--- src/rtl/decoder_fault_pkg.sv ---
// Shared types and constants for the decoder fault monitor: FSM states,
// code/line widths and the default confirmation depth.
package decoder_fault_pkg;

   localparam int CODE_W                 = 2;
   localparam int LINE_W                 = 4;
   localparam int MISS_W                 = 4;
   localparam int CONFIRM_CYCLES_DEFAULT = 3;

   typedef enum logic [1:0] {
      IDLE    = 2'd0,
      CHECK   = 2'd1,
      SUSPECT = 2'd2,
      FAULT   = 2'd3
   } state_t;

   function automatic logic [LINE_W-1:0] decode_code(input logic [CODE_W-1:0] code);
      return LINE_W'(1) << code;
   endfunction

endpackage

--- src/rtl/decoder_fault_monitor_onehot_check.sv ---
// Combinational one-hot validity test of the decoder line readback.
module onehot_check
   import decoder_fault_pkg::*;
(
   input  logic [LINE_W-1:0] lines,
   output logic              onehot
);

   // x & (x-1) clears the lowest set bit; zero result means at most one bit set
   assign onehot = (lines != '0) && ((lines & (lines - LINE_W'(1))) == '0);

endmodule

--- src/rtl/decoder_fault_monitor.sv ---
// Registered 2-to-4 decoder with readback fault confirmation FSM.
// Optional input parity checking is enabled by defining DECODER_PARITY_EN.
module decoder_fault_monitor
   import decoder_fault_pkg::*;
#(
   parameter int CONFIRM_CYCLES = CONFIRM_CYCLES_DEFAULT,
   parameter int CNT_W          = 8
) (
   input  logic                  clk,
   input  logic                  rst,
   input  logic                  valid_in,
   input  logic [CODE_W-1:0]     Y,
   output logic [LINE_W-1:0]     D,
   output logic                  valid_out,
   input  logic [LINE_W-1:0]     D_fb,
   input  logic                  clear,
   output logic                  fault_detected,
   output logic                  fault_sticky,
   output logic [CNT_W-1:0]      fault_count
`ifdef DECODER_PARITY_EN
   ,
   input  logic                  par_in,
   output logic                  parity_err
`endif
);

   state_t             state;
   logic [MISS_W-1:0]  miss_cnt;
   logic [MISS_W-1:0]  miss_inc;
   logic [LINE_W-1:0]  d_next;
   logic               accept;
   logic               d_change;
   logic               blank_p1;
   logic               fb_onehot;
   logic               mismatch;
   logic               cmp_en;
   logic               enter_fault;

`ifdef DECODER_PARITY_EN
   // Even parity: Y and par_in together must carry an even number of ones
   assign accept = valid_in && !(^{Y, par_in});
`else
   assign accept = valid_in;
`endif

   assign d_next   = decode_code(Y);
   assign d_change = accept && (d_next != D);
   assign cmp_en   = (state != IDLE) && !blank_p1;
   assign mismatch = (D_fb != D) || !fb_onehot;
   assign miss_inc = miss_cnt + MISS_W'(1);

   assign enter_fault = cmp_en && mismatch &&
                        (((state == CHECK) && (CONFIRM_CYCLES == 1)) ||
                         ((state == SUSPECT) && (miss_inc == MISS_W'(CONFIRM_CYCLES))));

   onehot_check u_onehot_check (
      .lines  (D_fb),
      .onehot (fb_onehot)
   );

   // Stage p1: decoder output register and blanking flag for the readback path
   always_ff @(posedge clk or posedge rst) begin
      if (rst) begin
         D         <= '0;
         valid_out <= 1'b0;
         blank_p1  <= 1'b0;
      end else begin
         valid_out <= accept;
         blank_p1  <= d_change;
         if (accept)
            D <= d_next;
      end
   end

`ifdef DECODER_PARITY_EN
   always_ff @(posedge clk or posedge rst) begin
      if (rst)
         parity_err <= 1'b0;
      else
         parity_err <= valid_in && !accept;
   end
`endif

   always_ff @(posedge clk or posedge rst) begin
      if (rst) begin
         state          <= IDLE;
         miss_cnt       <= '0;
         fault_detected <= 1'b0;
      end else if (state == IDLE) begin
         if (accept)
            state <= CHECK;
      end else if (cmp_en) begin
         case (state)
            CHECK: begin
               if (mismatch) begin
                  miss_cnt <= MISS_W'(1);
                  if (CONFIRM_CYCLES == 1) begin
                     state          <= FAULT;
                     fault_detected <= 1'b1;
                  end else begin
                     state <= SUSPECT;
                  end
               end
            end
            SUSPECT: begin
               if (mismatch) begin
                  miss_cnt <= miss_inc;
                  if (miss_inc == MISS_W'(CONFIRM_CYCLES)) begin
                     state          <= FAULT;
                     fault_detected <= 1'b1;
                  end
               end else begin
                  miss_cnt <= '0;
                  state    <= CHECK;
               end
            end
            FAULT: begin
               if (!mismatch) begin
                  miss_cnt       <= '0;
                  state          <= CHECK;
                  fault_detected <= 1'b0;
               end
            end
            default: state <= IDLE;
         endcase
      end
   end

   // A fault entry in the same cycle as clear keeps the sticky flag set
   always_ff @(posedge clk or posedge rst) begin
      if (rst) begin
         fault_sticky <= 1'b0;
         fault_count  <= '0;
      end else begin
         if (enter_fault)
            fault_sticky <= 1'b1;
         else if (clear)
            fault_sticky <= 1'b0;
         if (enter_fault && (fault_count != '1))
            fault_count <= fault_count + CNT_W'(1);
      end
   end

endmodule

--- config.mk ---
export PLATFORM = sky130hd
export DESIGN_NAME = decoder_fault_monitor
export DESIGN_NICKNAME = d
export VERILOG_FILES = /design/src/rtl/decoder_fault_pkg.sv /design/src/rtl/decoder_fault_monitor_onehot_check.sv /design/src/rtl/decoder_fault_monitor.sv
export SDC_FILE = /design/constraint.sdc
export NUM_CORES = 1
export LEC_CHECK = 0
export CAP_MARGIN = 20
export CORE_MARGIN = 2
export CORE_UTILIZATION = 51
export DETAILED_ROUTE_END_ITERATION = 8
export HOLD_SLACK_MARGIN = 0.05
export PLACE_DENSITY = 0.9
export SETUP_SLACK_MARGIN = 0.3
export SYNTH_ARGS = -nofsm -noshare
export SYNTH_HDL_FRONTEND = slang
export SYNTH_SLANG_ARGS = --single-unit
--- constraint.sdc ---
create_clock -name clk -period 1.95 [get_ports clk]
set_input_delay 0.195 -clock clk [delete_from_list [all_inputs] [get_ports clk]]
set_output_delay 0.195 -clock clk [all_outputs]
set_load 0.005 [all_outputs]
# Word level (Yosys, flattened, before mapping)
# Cells that the tools add are included.
totals:
  latchBits: 0
  in_bits: 10
  ramBits: 0
  rom_bits: 0
  memories: 0
  out_inout_bits: 15
  reg_bits: 22
  word_cells: 68
op_classes:
  n_addsub: 3
  n_mul: 0
  muxes: 18
  n_div: 0
  n_shift: 1
  eq_ne: 15
  reduce_logical: 21
  bitwise_logic: 2
  order_cmp: 0
op_table:
  columns: ["cell", "n"]
  rows:
  - ["$mux W2", 7]
  - ["$mux W4", 3]
  - ["$pmux W4 S3", 1]
  - ["$reduce_and A5 Y1", 2]
  - ["$add A8 B1 Y8 const B", 1]
  - ["$ne A2 B2 Y1 const B", 4]
  - ["$ne A4 B4 Y1", 2]
  - ["$ne A8 B8 Y1 const B", 1]
  - ["$reduce_bool A2 Y1", 4]
  - ["$logic_and A1 B1 Y1", 7]
  - ["$pmux W2 S3", 1]
  - ["$reduce_and A6 Y1", 1]
  - ["$mux W1", 5]
  - ["$add A4 B1 Y4 const B", 1]
  - ["$and A4 B4 Y4", 1]
  - ["$eq A2 B2 Y1 const B", 2]
  - ["$eq A4 B2 Y1 const B", 1]
  - ["$logic_not A4 Y1", 1]
  - ["$ne A4 B2 Y1 const B", 1]
  - ["$reduce_bool A4 Y1", 1]
  - ["$shl A1 B2 Y4 const A", 1]
  - ["$sub A4 B1 Y4 const B", 1]
  - ["$ne A3 B2 Y1 const B", 1]
  - ["$ne A3 B3 Y1 const B", 1]
  - ["8 further kinds", 9]

# Depth between registers and ports, before layout
depth:
  ltp_word: 10
  ltp_mapped: 7
  mapped_depth_nobuf: 7

# Cells and area by module
# From an unflattened synthesis, not the netlist that was laid out.
hier_totals:
  cells_unflattened: 127
  area_unflattened_um2: 1243.7
modules_own_cells:
  columns: ["module", "n_inst", "cells_per_inst", "seq_area_each_um2", "area_per_inst_um2"]
  rows:
  - ["decoder_fault_monitor", 1, 123, 550.5, 1206.2]
  - ["onehot_check", 1, 4, 0.0, 37.5]

# Worst setup path before layout
# No wires, ideal clock.
synth_timing:
  path_kind: "reg2reg"
  startpoint: "register D[3]"
  endpoint: "register fault_count[6]"
  path_buffers: 1
  arrival_time_ns: 1.678
  setup_slack_ns: 0.145
  path_stages_with_launch: 7
  path_cell_list: "dfrtp_1 nor3_2 nand4b_1 a311o_1 buf_4 nand4_1 mux2_1"
synth_between:
  elab_chain_cells: 5
synth_lines:
  columns: ["element", "line", "text"]
  rows:
  - ["from (decl)", "decoder_fault_monitor.sv:13", "output logic [LINE_W-1:0] D,"]
  - ["from (signal assigned)", "decoder_fault_monitor.sv:71", "D <= d_next;"]
  - ["$ne A4 B4 Y1", "decoder_fault_monitor.sv:49", "assign mismatch = (D_fb != D) || !fb_onehot;"]
  - ["$logic_or A1 B1 Y1", "decoder_fault_monitor.sv:49", null]
  - ["$logic_and A1 B1 Y1 (2 in a row)", "decoder_fault_monitor.sv:52", "assign enter_fault = cmp_en && mismatch &&"]
  - ["$logic_and A1 B1 Y1", "decoder_fault_monitor.sv:139", "if (enter_fault && (fault_count != '1))"]
  - ["to (signal assigned)", "decoder_fault_monitor.sv:140", "fault_count <= fault_count + CNT_W'(1);"]
  - ["to (decl)", "decoder_fault_monitor.sv:19", "output logic [CNT_W-1:0] fault_count"]
# Every way passes these cells.
# A chain may end at the register's enable or synchronous reset.

# Final worst setup path
layout_timing:
  startpoint: "register blank_p1"
  endpoint: "register fault_count[6]"
layout_between:
  elab_chain_cells: 5
layout_lines:
  columns: ["element", "line", "text"]
  rows:
  - ["from (decl)", "decoder_fault_monitor.sv:33", "logic blank_p1;"]
  - ["from (signal assigned)", "decoder_fault_monitor.sv:69", "blank_p1 <= d_change;"]
  - ["$logic_not A1 Y1", "decoder_fault_monitor.sv:48", "assign cmp_en = (state != IDLE) && !blank_p1;"]
  - ["$logic_and A1 B1 Y1", "decoder_fault_monitor.sv:48", null]
  - ["$logic_and A1 B1 Y1 (2 in a row)", "decoder_fault_monitor.sv:52", null]
  - ["$logic_and A1 B1 Y1", "decoder_fault_monitor.sv:139", null]
# Every way passes these cells.

==> flow_summary_export.csv <==
group,metric,value,unit
sta,setup_violations,0,
global_routing,gr-total-overflow,0,
sta,period_share,98.0,%
cells_and_area,utilization,81.5,%
drt,routed_wirelength,4.36,mm
cells_and_area,drive_gt1_share,34.3,%
setup_path,cp_slowest_cell,"dfrtp_1",
floorplan,die_h,54.6,µm
setup_path,cp-end-kind,"register",
synthesis,syn_inst,133,
floorplan,num_rows,18,
synthesis,synth_top_area_share,42.1,%
sta,maxSlewViolCount,0,
global_routing,grt_pass1_vias,1232,
power_and_ir_drop,combPwrFrac,42.0,%
synthesis,synth-seq-area-share,42.1,%
floorplan,fp.dieArea,2980,µm²
setup_path,critPathTopFamily,"simple AND/OR/NAND/NOR gates",
power_and_ir_drop,intPower,1030,µW
sta,period_minus_slack,1910,ps
synthesis,ys.warnings.count,0,
synthesis,netlist_area,1310,µm²
setup_path,crit_required,2180,ps
synthesis,synth_edf_count,0,
power_and_ir_drop,peakVddDrop,0.666,mV
setup_path,critPathKind,"register to register",
clocking,cts_root_buf,"clkbuf_4",
power_and_ir_drop,powerDensity,834,nW/µm²
sta,rsz0062_at_grt,"true",
clocking,clk_pin_slew_worst_paths,130,ps
synthesis,async_flop_share,100,%
run,maxCapViolations,0,
drt,drt-vias-per-instance,6.28,
clocking,worstSkewPairLatency,330,ps
synthesis,synth_cell_types,41,
power_and_ir_drop,power_frac_seq,42.2,%
drt,drc_errors,0,
drt,ant_nets,0,
synthesis,syn_nets,146,
clocking,cts.sinks,22,
setup_path,critPathBufInv,0,
setup_path,crit_path_start_kind,"register",
setup_path,cp_max_fo,8,
drt,drtIter0Drc,41,
power_and_ir_drop,finalPower,1670,µW
placement,port_buffers,24,
cells_and_area,fillers,132,
drt,dr_total_vias,1325,
synthesis,ys_top_cells_by_area,"dfrtp_1, o21ai_0, xnor2_1",
setup_path,slowest_delay,500,ps
floorplan,start_util,53.3,%
sta,slew_headroom,67.4,%
sta,skew,7.18,ps
clocking,clockBufferDepth,2,
synthesis,ys.flop_type,"dfrtp_1",
worst_hold_path,hold_class,"primary input to async pin",
floorplan,die_x,54.6,µm
clocking,cts_made_buffers,3,
synthesis,synth_top_area_cell,"dfrtp_1",
synthesis,synth.most_common_cell,"dfrtp_1",
floorplan,core_area,2450,µm²
drt,drtPass1Iterations,4,
global_routing,grt_max_degree,13,
sta,fin_setup_tns,0,ps
global_routing,antenna_found_initial,0,
cells_and_area,area_growth_syn_to_layout,53.0,%
outcome,outcome,"finished clean",
placement,globalplace.congestion,0.789,
drt,wl_per_cell,20.6,µm
synthesis,synth_seq_cells,22,
synthesis,synth_common_cells,"dfrtp_1, o21ai_0, nor2_1",
cells_and_area,diodes,0,
setup_path,cp_cell_sequence,"nand2b_1, nand2b_4, nor2_4, nand4_1, mux2_4",
power_and_ir_drop,clkPwrFrac,15.8,%
global_routing,grt_usage,28.0,%
power_and_ir_drop,switchingPower,637,µW
clocking,cts_hold_buf,0,
power_and_ir_drop,leakage,0.000863,µW
clocking,cts_tree,"yes",
power_and_ir_drop,swShare,38.1,%
synthesis,syn-mean-instance-area,9.83,µm²
sta,fmax,523,MHz
floorplan,ioPinCount,25,
sta,hold_viol_final,0,
clocking,htreeDepth,1,
cells_and_area,fin_nets,195,
global_routing,grt_pass1_wl,5.78,mm
setup_path,arrival,2140,ps
sta,worst_pin_slew,489,ps
placement,place_hpwl,2.41,mm
## area by class of cell
cell class              count  area [µm²]  share of cell area [%]
repair buffers             48         450                    22.5
well taps                  30        37.5                    1.88
inverters                   8        30.0                    1.50
multi-input cells          99         891                    44.5
clock buffers               4        36.3                    1.81
flip-flops and latches     22         556                    27.8
## registers in the layout, indices dropped and copies added (netlist names)
register,count
D,4
blank_p1,1
fault_count,8
fault_detected,1
fault_sticky,1
miss_cnt,4
state,2
valid_out,1
## per-stage QoR
stage	hold slack, ps	cells	setup WS [ps]	cell area (µm²)
3_5_place_dp	490	195	-196	1710
6_report	197	211	38.6	2000
4_1_cts	189	207	140	1890
2_1_floorplan	184	133	212	1360
3_3_place_gp	478	195	-55.9	1710
5_1_grt	259	211	-14.1	2000
## power groups by stage
stage	combinational [µW]	clock (µW)	sequential [µW]
3_3_place_gp	514	0	673
6_report	701	264	704
2_1_floorplan	357	0	653
3_5_place_dp	543	0	684
4_1_cts	628	265	682
5_1_grt	762	284	714
## final timing paths
path / depth (start not counted) / to / slack [ps] / startpoint
worst max-delay path: 5 / fault_count[6] / 40 / blank_p1
max in group asynchronous: 3 / fault_count[4] / 1210 / rst
min in group clk: 2 / fault_sticky / 420 / clear
worst min register to register: 2 / fault_sticky / 520 / fault_sticky
worst min-delay path: 2 / miss_cnt[2] / 200 / rst
worst max register to register: 5 / fault_count[6] / 40 / blank_p1
## kinds of logic (layout without fill, tap and decap cells)
| kind of cell | Yosys count | after routing | share of synthesized area, % |
|---|---|---|---|
| xor gates and xnor gates | 8 | 8 | 5.36 |
| muxes | 4 | 4 | 3.44 |
| and+or+nand+nor | 56 | 56 | 26.5 |
| DFF | 22 | 22 | 42.1 |
| AOI/OAI and AO/OA | 28 | 28 | 16.0 |
| adders and majority gates | 3 | 3 | 2.87 |
| buffers and inverters | 12 | 60 | 3.73 |
## placed cells by master, fill, tap and decap left out, drive strengths merged, types with 4 or more instances in the layout
cell	count
nand2	6
clkbuf	4
inv	8
dfrtp	22
nand3	7
nand4	4
nand3b	5
xnor2	5
buf	24
and3	4
nor2	10
o21ai	12
mux2	4
clkdlybuf4s50	21
## layer usage
layer,GRT usage [%],routed length (µm)
met1,30.2,1560
met2,48.8,2430
met3,6.01,169
met4,18.3,201
met5,0,0
## worst register-to-register path: cells and delay by family, from the launching register on
family	cells	cell delay (ps)
mux	1	330
flops	1	500
simple gates	4	990
## timing repair
item / in CTS / in global routing
setup buffers: 8 / 4
gates resized for setup: 17 / 21
endpoints found under the setup margin: 15 / 17
pin swaps: 8 / 7
(Power assumes the default switching activity.)
